## config.mk

```make
export PLATFORM = sky130hd
export DESIGN_NAME = id_ex_stage
export DESIGN_NICKNAME = d
export VERILOG_FILES = /design/src/rtl/alu_pkg.sv /design/src/rtl/operand_forward_mux.sv /design/src/rtl/id_ex_stage.sv
export SDC_FILE = /design/constraint.sdc
export NUM_CORES = 1
export LEC_CHECK = 0
export CORE_AREA = 2 2 273 275
export CTS_CLUSTER_DIAMETER = 30
export CTS_CLUSTER_SIZE = 30
export DETAILED_ROUTE_END_ITERATION = 10
export DIE_AREA = 0 0 275 277
export GPL_TIMING_DRIVEN = 0
export PLACE_DENSITY_LB_ADDON = 0.3
export SETUP_SLACK_MARGIN = 0.4
export SLEW_MARGIN = 10
export SYNTH_ARGS = -nofsm -noshare
export SYNTH_HDL_FRONTEND = slang
export SYNTH_SLANG_ARGS = --single-unit
```

## constraint.sdc

```tcl
create_clock -name clk -period 12.38 [get_ports clk]
set_input_delay 2.476 -clock clk [delete_from_list [all_inputs] [get_ports clk]]
set_output_delay 2.476 -clock clk [all_outputs]
set_load 0.02 [all_outputs]
```

## src/rtl/alu_pkg.sv

```systemverilog
// Shared ALU encodings and operand-select codes for the ID/EX stage and the RV64I ALU.
// Also holds the helper that builds the 5-bit ALU function code from decode fields.
package alu_pkg;

    typedef enum logic [2:0] {
        ALU_ADD_SUB = 3'b000,
        ALU_SLL     = 3'b001,
        ALU_SLT     = 3'b010,
        ALU_SLTU    = 3'b011,
        ALU_XOR     = 3'b100,
        ALU_SHIFTR  = 3'b101,
        ALU_OR      = 3'b110,
        ALU_AND     = 3'b111
    } alu_op_e;

    typedef enum logic [1:0] {
        OPA_RS1  = 2'd0,
        OPA_PC   = 2'd1,
        OPA_ZERO = 2'd2
    } opa_sel_e;

    typedef enum logic [1:0] {
        OPB_RS2  = 2'd0,
        OPB_IMM  = 2'd1,
        OPB_FOUR = 2'd2
    } opb_sel_e;

    // Bit 3 selects SUB or arithmetic shift; the immediate ADD form must never become SUB.
    function automatic logic [4:0] alu_function_of(
        input logic [2:0] funct3,
        input logic       inst30,
        input logic       is_rtype,
        input logic       is_word,
        input logic       force_add
    );
        logic bit3;
        bit3 = 1'b0;
        if (force_add) begin
            return 5'b00000;
        end
        case (funct3)
            ALU_SHIFTR:  bit3 = inst30;
            ALU_ADD_SUB: bit3 = inst30 & is_rtype;
            default:     bit3 = 1'b0;
        endcase
        return {is_word, bit3, funct3};
    endfunction

endpackage

```

## src/rtl/operand_forward_mux.sv

```systemverilog
// Resolves one source register: EX result first, then MEM write data, then register file.
// x0 is hard-wired to zero and never reports a forwarding match.
module operand_forward_mux
    import alu_pkg::*;
#(
    parameter int XLEN = 64,
    parameter int RA_W = 5
) (
    input  logic [RA_W-1:0] rs_addr,
    input  logic [XLEN-1:0] rf_data,
    input  logic            ex_valid,
    input  logic            ex_reg_write,
    input  logic [RA_W-1:0] ex_rd_addr,
    input  logic [XLEN-1:0] ex_fwd_data,
    input  logic            mem_fwd_valid,
    input  logic [RA_W-1:0] mem_fwd_rd,
    input  logic [XLEN-1:0] mem_fwd_data,
    output logic [XLEN-1:0] value,
    output logic            ex_match
);

    always_comb begin
        value    = rf_data;
        ex_match = 1'b0;
        if (rs_addr == '0) begin
            value = '0;
        end else if (ex_valid && ex_reg_write && (ex_rd_addr == rs_addr)) begin
            value    = ex_fwd_data;
            ex_match = 1'b1;
        end else if (mem_fwd_valid && (mem_fwd_rd == rs_addr)) begin
            value = mem_fwd_data;
        end
    end

endmodule

```

## src/rtl/id_ex_stage.sv

```systemverilog
// ID/EX pipeline register feeding the RV64I ALU: forwards sources, selects and conditions
// operands, builds alu_function, and holds decode on a load-use hazard.
module id_ex_stage
    import alu_pkg::*;
#(
    parameter int XLEN = 64,
    parameter int RA_W = 5
) (
    input  logic            clk,
    input  logic            rst,
    input  logic            flush,
    input  logic            dec_valid,
    output logic            dec_ready,
    input  logic [XLEN-1:0] dec_pc,
    input  logic [RA_W-1:0] dec_rs1_addr,
    input  logic [RA_W-1:0] dec_rs2_addr,
    input  logic [RA_W-1:0] dec_rd_addr,
    input  logic [XLEN-1:0] dec_rs1_data,
    input  logic [XLEN-1:0] dec_rs2_data,
    input  logic [XLEN-1:0] dec_imm,
    input  logic [2:0]      dec_funct3,
    input  logic            dec_inst30,
    input  logic            dec_is_rtype,
    input  logic            dec_is_word,
    input  logic            dec_force_add,
    input  logic [1:0]      dec_op_a_sel,
    input  logic [1:0]      dec_op_b_sel,
    input  logic            dec_reg_write,
    input  logic [XLEN-1:0] ex_fwd_data,
    input  logic            ex_fwd_data_valid,
    input  logic            mem_fwd_valid,
    input  logic [RA_W-1:0] mem_fwd_rd,
    input  logic [XLEN-1:0] mem_fwd_data,
    output logic            ex_valid,
    input  logic            ex_ready,
    output logic [4:0]      alu_function,
    output logic [XLEN-1:0] operand_a,
    output logic [XLEN-1:0] operand_b,
    output logic [XLEN-1:0] ex_rs2_value,
    output logic [XLEN-1:0] ex_pc,
    output logic [RA_W-1:0] ex_rd_addr,
    output logic            ex_reg_write,
    output logic            hazard_stall
);

    logic [XLEN-1:0] rs1_value;
    logic [XLEN-1:0] rs2_value;
    logic            rs1_ex_match;
    logic            rs2_ex_match;
    logic            rs1_used;
    logic            word_shift;
    logic            capture;
    logic [XLEN-1:0] op_a_next;
    logic [XLEN-1:0] op_b_next;
    logic [4:0]      func_next;

    operand_forward_mux #(.XLEN(XLEN), .RA_W(RA_W)) u_fwd_rs1 (
        .rs_addr       (dec_rs1_addr),
        .rf_data       (dec_rs1_data),
        .ex_valid      (ex_valid),
        .ex_reg_write  (ex_reg_write),
        .ex_rd_addr    (ex_rd_addr),
        .ex_fwd_data   (ex_fwd_data),
        .mem_fwd_valid (mem_fwd_valid),
        .mem_fwd_rd    (mem_fwd_rd),
        .mem_fwd_data  (mem_fwd_data),
        .value         (rs1_value),
        .ex_match      (rs1_ex_match)
    );

    operand_forward_mux #(.XLEN(XLEN), .RA_W(RA_W)) u_fwd_rs2 (
        .rs_addr       (dec_rs2_addr),
        .rf_data       (dec_rs2_data),
        .ex_valid      (ex_valid),
        .ex_reg_write  (ex_reg_write),
        .ex_rd_addr    (ex_rd_addr),
        .ex_fwd_data   (ex_fwd_data),
        .mem_fwd_valid (mem_fwd_valid),
        .mem_fwd_rd    (mem_fwd_rd),
        .mem_fwd_data  (mem_fwd_data),
        .value         (rs2_value),
        .ex_match      (rs2_ex_match)
    );

    // Decode zeroes rs2_addr when rs2 is unused, so any rs2 match is a real dependency.
    assign rs1_used     = (dec_op_a_sel == OPA_RS1);
    assign hazard_stall = dec_valid & ~ex_fwd_data_valid
                        & ((rs1_used & rs1_ex_match) | rs2_ex_match);
    assign dec_ready    = (~ex_valid | ex_ready) & ~hazard_stall & ~flush;
    assign capture      = dec_valid & dec_ready;

    assign word_shift = dec_is_word & (dec_funct3 == ALU_SHIFTR) & (dec_op_a_sel == OPA_RS1);
    assign func_next  = alu_function_of(dec_funct3, dec_inst30, dec_is_rtype,
                                        dec_is_word, dec_force_add);

    // SRLW/SRAW shift only the low word, so the upper half is pre-extended here.
    always_comb begin
        op_a_next = '0;
        case (dec_op_a_sel)
            OPA_RS1: begin
                if (word_shift) begin
                    op_a_next = dec_inst30 ? {{(XLEN-32){rs1_value[31]}}, rs1_value[31:0]}
                                           : {{(XLEN-32){1'b0}}, rs1_value[31:0]};
                end else begin
                    op_a_next = rs1_value;
                end
            end
            OPA_PC:   op_a_next = dec_pc;
            OPA_ZERO: op_a_next = '0;
            default:  op_a_next = '0;
        endcase
    end

    always_comb begin
        op_b_next = '0;
        case (dec_op_b_sel)
            OPB_RS2:  op_b_next = rs2_value;
            OPB_IMM:  op_b_next = dec_imm;
            OPB_FOUR: op_b_next = XLEN'(4);
            default:  op_b_next = '0;
        endcase
    end

    // Flush wins over capture; an unconsumed entry with no new capture holds every field.
    always_ff @(posedge clk or posedge rst) begin
        if (rst) begin
            ex_valid     <= 1'b0;
            alu_function <= '0;
            operand_a    <= '0;
            operand_b    <= '0;
            ex_rs2_value <= '0;
            ex_pc        <= '0;
            ex_rd_addr   <= '0;
            ex_reg_write <= 1'b0;
        end else if (flush) begin
            ex_valid <= 1'b0;
        end else if (capture) begin
            ex_valid     <= 1'b1;
            alu_function <= func_next;
            operand_a    <= op_a_next;
            operand_b    <= op_b_next;
            ex_rs2_value <= rs2_value;
            ex_pc        <= dec_pc;
            ex_rd_addr   <= dec_rd_addr;
            ex_reg_write <= dec_reg_write;
        end else if (ex_ready) begin
            ex_valid <= 1'b0;
        end
    end

endmodule

```

==> results.yml, run 1 <==
logic_synthesis:
  syn_nets: 2040
  synth_area_leader_cell: "dfrtp_1"
  ys_warn_count: 0
  ys_types: 46
  ys_top_cells_by_area: "dfrtp_1, a21oi_1, nand2_1, mux2i_1, nor2_1"
  ys_seq_area_share_pct: 47.0
  synth_edf_count: 0
  synth_flop_cell: "dfrtp_1"
  yosysTopAreaCellShare_pct: 47.0
  ys_seq_elements: 268
  syn_avg_cell_area_um2: 8.82
  syn_area_um2: 14300
  synthArstFlopShare_pct: 100
  syn_inst: 1617
global_routing:
  grt_pass1_vias: 17800
  grt_usage_pct: 24.4
  grt_overflow_total: 0
  grt_pass1_wl_mm: 132
  grt_max_degree: 104
  antenna_found_initial: 21
die:
  design.die.area_um2: 76200
  die_h_um: 277
  coreArea_um2: 73600
  rows: 100
  io_pins: 693
  die_x_um: 275
  start_util_pct: 19.4
setup_path:
  end_kind: "output pin"
  arrival_ns: 5.96
  worstSetupPathType: "in2out"
  path_max_fanout: 11
  cp-start-kind: "primary input"
  cp.required_ns: 9.90
finish:
  syn_to_final_growth_pct: 80.4
  fin_area_um2: 25700
  fin_nets: 2826
  layout-drive-gt1-share_pct: 8.48
  layout.cells.most_common: "clkdlybuf4s50_1"
  fin_util_pct: 35.0
  mostFrequentLayoutCells: "clkdlybuf4s50_1, nand2_1, dfrtp_1"
cts:
  cts_resized: 0
  root_buffer: "clkbuf_16"
  clockBufferDepth: 3
  cts.clk_slew.worst_paths_ns: 0.04
  cts_hold_buf: 0
  clkLatencyLatePin_ns: 0.61
  cts_sinks: 268
  cts_tree: "done"
  numCtsBuffers: 90
  htree_num_levels: 3
  post_cts_buffers: 0
power:
  internal_power_mw: 3.23
  p_seq_share_pct: 24.4
  switchingPower_mw: 1.31
  clkPwrFrac_pct: 53.6
  p_leak_nw: 10.9
  switching_share_pct: 28.9
  power_density_nw_per_um2: 176
  comb_power_share_pct: 22.1
  ir_drop_uv: 91.7
route:
  drt-total-wl_mm: 96.1
  viasPerCell: 4.89
  drcViolationCount: 0
  num_vias: 16900
  drtAntennaViolNets: 0
  wl_per_cell_um: 27.8
  first_pass_iters: 5
  drt_iter0_markers: 1132
timing:
  grt_setup_unrepaired: "no"
  finalHoldViolCount: 0
  tightest_slew_ns: 1.20
  fin_crit_sh_pct: 68.1
  slew_headroom_pct: 19.2
  holdWs_ns: 0.469
  fmax_mhz: 119
  setup_violations: 0
  totalNegativeSetupSlack_ns: 0
  maxSlewViolCount: 0
  period_needed_ns: 8.43
  clock_skew_ns: 0.0225
placement:
  gp_congestion: 0.938
  dpl-instance-area_um2: 22500
  dp_hpwl_mm: 74.5
  port_buffers: 692
worst_hold_path:
  min_path_type: "reg2reg"
status:
  status: "completed"
run:
  maxCapViolCount: 0
logic make-up (layout without fill, tap and decap cells):
| kind of cell | count (synthesis) | count (layout) | share of synthesized area [%] |
|---|---|---|---|
| AO/OA/AOI/OAI | 585 | 585 | 26.7 |
| XOR/XNOR | 20 | 20 | 1.23 |
| other | 0 | 8 | 0 |
| AND/OR/NAND/NOR | 502 | 502 | 14.4 |
| flip-flops | 268 | 268 | 47.0 |
| buffers and inverters | 155 | 1014 | 4.53 |
| multiplexers | 87 | 87 | 6.11 |
registers in the layout (all words and copies together) (netlist names):
| name | flops |
|---|---|
| ex_reg_write | 1 |
| ex_pc | 64 |
| alu_function | 5 |
| ex_valid | 1 |
| ex_rs2_value | 64 |
| ex_rd_addr | 5 |
| operand_a | 64 |
| operand_b | 64 |
cell type report:
class,count,area [µm²]
buffer,140,594
sequential,268,6710
clock buffer,125,2590
tap,969,1210
clock inverter,40,647
timing repair buffer,694,6980
fill,7549,47800
multi-input combinational,1194,6900
inverter,15,63.8
antenna,8,20.0
per-layer routing:
metal | track usage, % | part of all wire, % | vias to the layer above
li1 | - | - | 7374
met1 | 27.6 | 38 | 8340
met2 | 41.9 | 49 | 932
met3 | 8.09 | 9.8 | 205
met4 | 9.44 | 3.6 | 24
met5 | 0 | 0.18 | -
power groups by stage:
stage	clock network [mW]	registers (mW)	logic, mW
2_1_floorplan	0	1.27	0.246
3_3_place_gp	0	1.11	0.999
3_5_place_dp	0	1.11	1.00
4_1_cts	2.46	1.11	1.01
5_1_grt	2.51	1.12	1.06
6_report	2.43	1.11	1.00
synth_stat cells, drive strengths merged (15+ instances only):
cell and instances:
o21ai 88, inv 15, a221oi 27, xnor2 16, a21o 37, a211o 59
nand2 278, mux2i 87, a2bb2oi 15, a22o 64, o211ai 17, nor2 167
clkbuf 92, a21oi 237, dfrtp 268, buf 48, and3 22
critical path, cell delays in order:
cell,delay [ns]
clkdlybuf4s50_1,0.59
xnor2_1,0.14
nand4_1,0.18
or2_2,0.31
clkbuf_1,0.31
clkbuf_2,0.48
a2bb2oi_1,0.24
nor2_1,0.44
nor2b_1,0.10
clkdlybuf4s50_1,0.65
through the flow:
step	setup WS, ns	cells	total power, mW
after floorplan	2.52	1617	1.51
after global placement	-1.99	3278	2.11
after detailed placement	3.91	3280	2.12
after CTS	3.89	3445	4.58
after global routing	3.71	3447	4.69
final	3.95	3453	4.54
path summary, 6_finish.rpt:
kind                                       from             to  slack, ns  depth (start not counted)
worst max register to register    ex_rd_addr[3]  operand_a[16]       8.81                          8
worst max-delay path            dec_rs2_addr[2]      dec_ready       3.95                         10
worst min-delay path                  ex_pc[49]      ex_pc[49]       0.47                          2
min in group asynchronous                   rst  operand_b[49]       2.33                          2
max in group asynchronous                   rst  operand_a[30]       8.98                          3
worst min register to register        ex_pc[49]      ex_pc[49]       0.47                          2
Power figures use the tool's default switching activity.
==> run 2: changes to the inputs <==
clock period = 7.6 ns   (was 12.38 ns; I/O delays follow)
==> run 2 against run 1 <==
Sequential power rose by 62%; register-to-register slack got worse by 4.8 ns; clock power rose by 71%; routed wire length rose by 1.1%; worst hold slack improved by 0.0045 ns; sequential share of layout area fell by 0.28 points; die area did not move; clock skew rose by 0.015 ns; combinational power rose by 64%; first-iteration DRC count fell by 0.97%; non-clock buffer count rose by 7; global-route usage rose by 0.46 points; largest cell class unchanged.
==> results.yml, run 2 (synthesis results as in run 1) <==
cts:
  post_cts_buffers: 0
  clkLatencyLatePin_ns: 0.62
  numCtsBuffers: 91
  htree_num_levels: 3
  cts_resized: 0
  cts_hold_buf: 0
  cts_tree: "done"
  clockBufferDepth: 3
  cts.clk_slew.worst_paths_ns: 0.04
  root_buffer: "clkbuf_16"
  cts_sinks: 268
setup_path:
  cp-start-kind: "primary input"
  r2r_end: "operand_a[21]"
  r2r_setup_slack_ns: 4.05
  end_kind: "output pin"
  worstSetupPathType: "in2out"
  path_max_fanout: 10
  reg2reg_depth: 8
  r2r_start: "ex_rd_addr[3]"
  cp.required_ns: 6.08
  arrival_ns: 5.01
finish:
  fin_util_pct: 35.3
  num-fill-cells: 7485
  mostFrequentLayoutCells: "clkdlybuf4s50_1, nand2_1, dfrtp_1"
  register_area_um2: 6710
  layout.cells.most_common: "clkdlybuf4s50_1"
  multi_input_comb_area_um2: 6900
  fin_nets: 2834
  layout-drive-gt1-share_pct: 8.84
  syn_to_final_growth_pct: 82.4
timing:
  tightest_slew_ns: 1.17
  clock_skew_ns: 0.0370
  slew_headroom_pct: 22.0
  grt_setup_unrepaired: "no"
  setup_violations: 0
  maxSlewViolCount: 0
  fmax_mhz: 153
  period_needed_ns: 6.53
  finalHoldViolCount: 0
  fin_crit_sh_pct: 85.9
  fin_ws_ns: 1.07
die:
  coreArea_um2: 73600
  rows: 100
  io_pins: 693
  die_x_um: 275
  start_util_pct: 19.4
  design.die.area_um2: 76200
  die_h_um: 277
route:
  wl_per_cell_um: 28.1
  drt-total-wl_mm: 97.2
  num_vias: 16800
  viasPerCell: 4.86
  drcViolationCount: 0
  first_pass_iters: 5
  drtAntennaViolNets: 0
  drt_iter0_markers: 1121
run:
  maxCapViolCount: 0
power:
  p_leak_nw: 11.0
  comb_power_share_pct: 21.6
  p_seq_share_pct: 23.7
  switching_share_pct: 28.5
  internal_power_mw: 5.43
  ir_drop_uv: 154
  power_density_nw_per_um2: 292
  switchingPower_mw: 2.17
  clkPwrFrac_pct: 54.7
placement:
  dp_hpwl_mm: 75.6
  place_ws_ns: 0.895
  gp_congestion: 0.942
  port_buffers: 692
global_routing:
  grt_pass1_wl_mm: 134
  grt_usage_pct: 24.8
  antenna_found_initial: 17
  grt_max_degree: 37
  grt_pass1_vias: 17800
  grt_overflow_total: 0
worst_hold_path:
  hp-start: "ex_pc[49]"
  min_to: "ex_pc[49]"
  holdPathStages: 2
  min_path_type: "reg2reg"
status:
  status: "completed"
[run 2: metrics by stage]
stage,power [mW],area [µm²],hold slack [ns],std cells,TNS (ns)
after global routing,7.88,26000,0.494,3458,0
after detailed placement,3.46,22600,0.461,3287,0
after floorplan,2.46,14300,0.583,1617,0
after CTS,7.67,26000,0.476,3457,0
after global placement,3.44,22400,0.455,3278,-0.0861
final,7.60,26000,0.474,3465,0
[run 2: worst max path at each step]
| stage | startpoint | end | slack, ns | depth (start not counted) |
|---|---|---|---|---|
| CTS | dec_rs2_addr[2] | dec_ready | 0.88 | 10 |
| finish | dec_rs2_addr[2] | dec_ready | 1.07 | 10 |
| detailed placement | dec_rs2_addr[2] | dec_ready | 0.89 | 10 |
| global placement | rst | operand_b[11] | -0.005 | 2 |
| floorplan | rst | alu_function[0] | 2.54 | 1 |
| global route | dec_rs2_addr[2] | dec_ready | 0.78 | 10 |
[run 2: final cells by class]
class                   count  share of cell area [%]
multi-input cells        1194                    26.6
diodes                      8                  0.0770
inverters                  15                   0.231
flip-flops and latches    268                    25.8
plain buffers             140                    2.29
clock inverters            42                    2.96
clock buffers             128                    10.1
repair buffers            701                    27.3
well taps                 969                    4.66
[run 2: layer usage]
metal	global-route usage [%]	part of all wire (%)	vias up
met5	0	0.16	-
met4	9.48	3.5	22
met3	7.34	8.5	199
met2	42.9	49	916
met1	28.6	39	8299
li1	-	-	7411
[run 2: critical path, cell delays in order]
cell	delay [ns]
clkdlybuf4s50_1	0.58
xnor2_1	0.11
nand4_1	0.15
or2_2	0.13
clkbuf_1	0.46
clkbuf_1	0.89
a2bb2oi_1	0.20
nor2_1	0.08
nor2b_1	0.13
clkdlybuf4s50_1	0.74
[run 2: power by group through the flow]
stage | Sequential (mW) | Clock (mW) | Combinational (mW)
floorplan | 2.06 | 0 | 0.401
global placement | 1.80 | 0 | 1.63
detailed placement | 1.81 | 0 | 1.65
CTS | 1.80 | 4.22 | 1.66
global route | 1.82 | 4.32 | 1.74
finish | 1.80 | 4.16 | 1.64
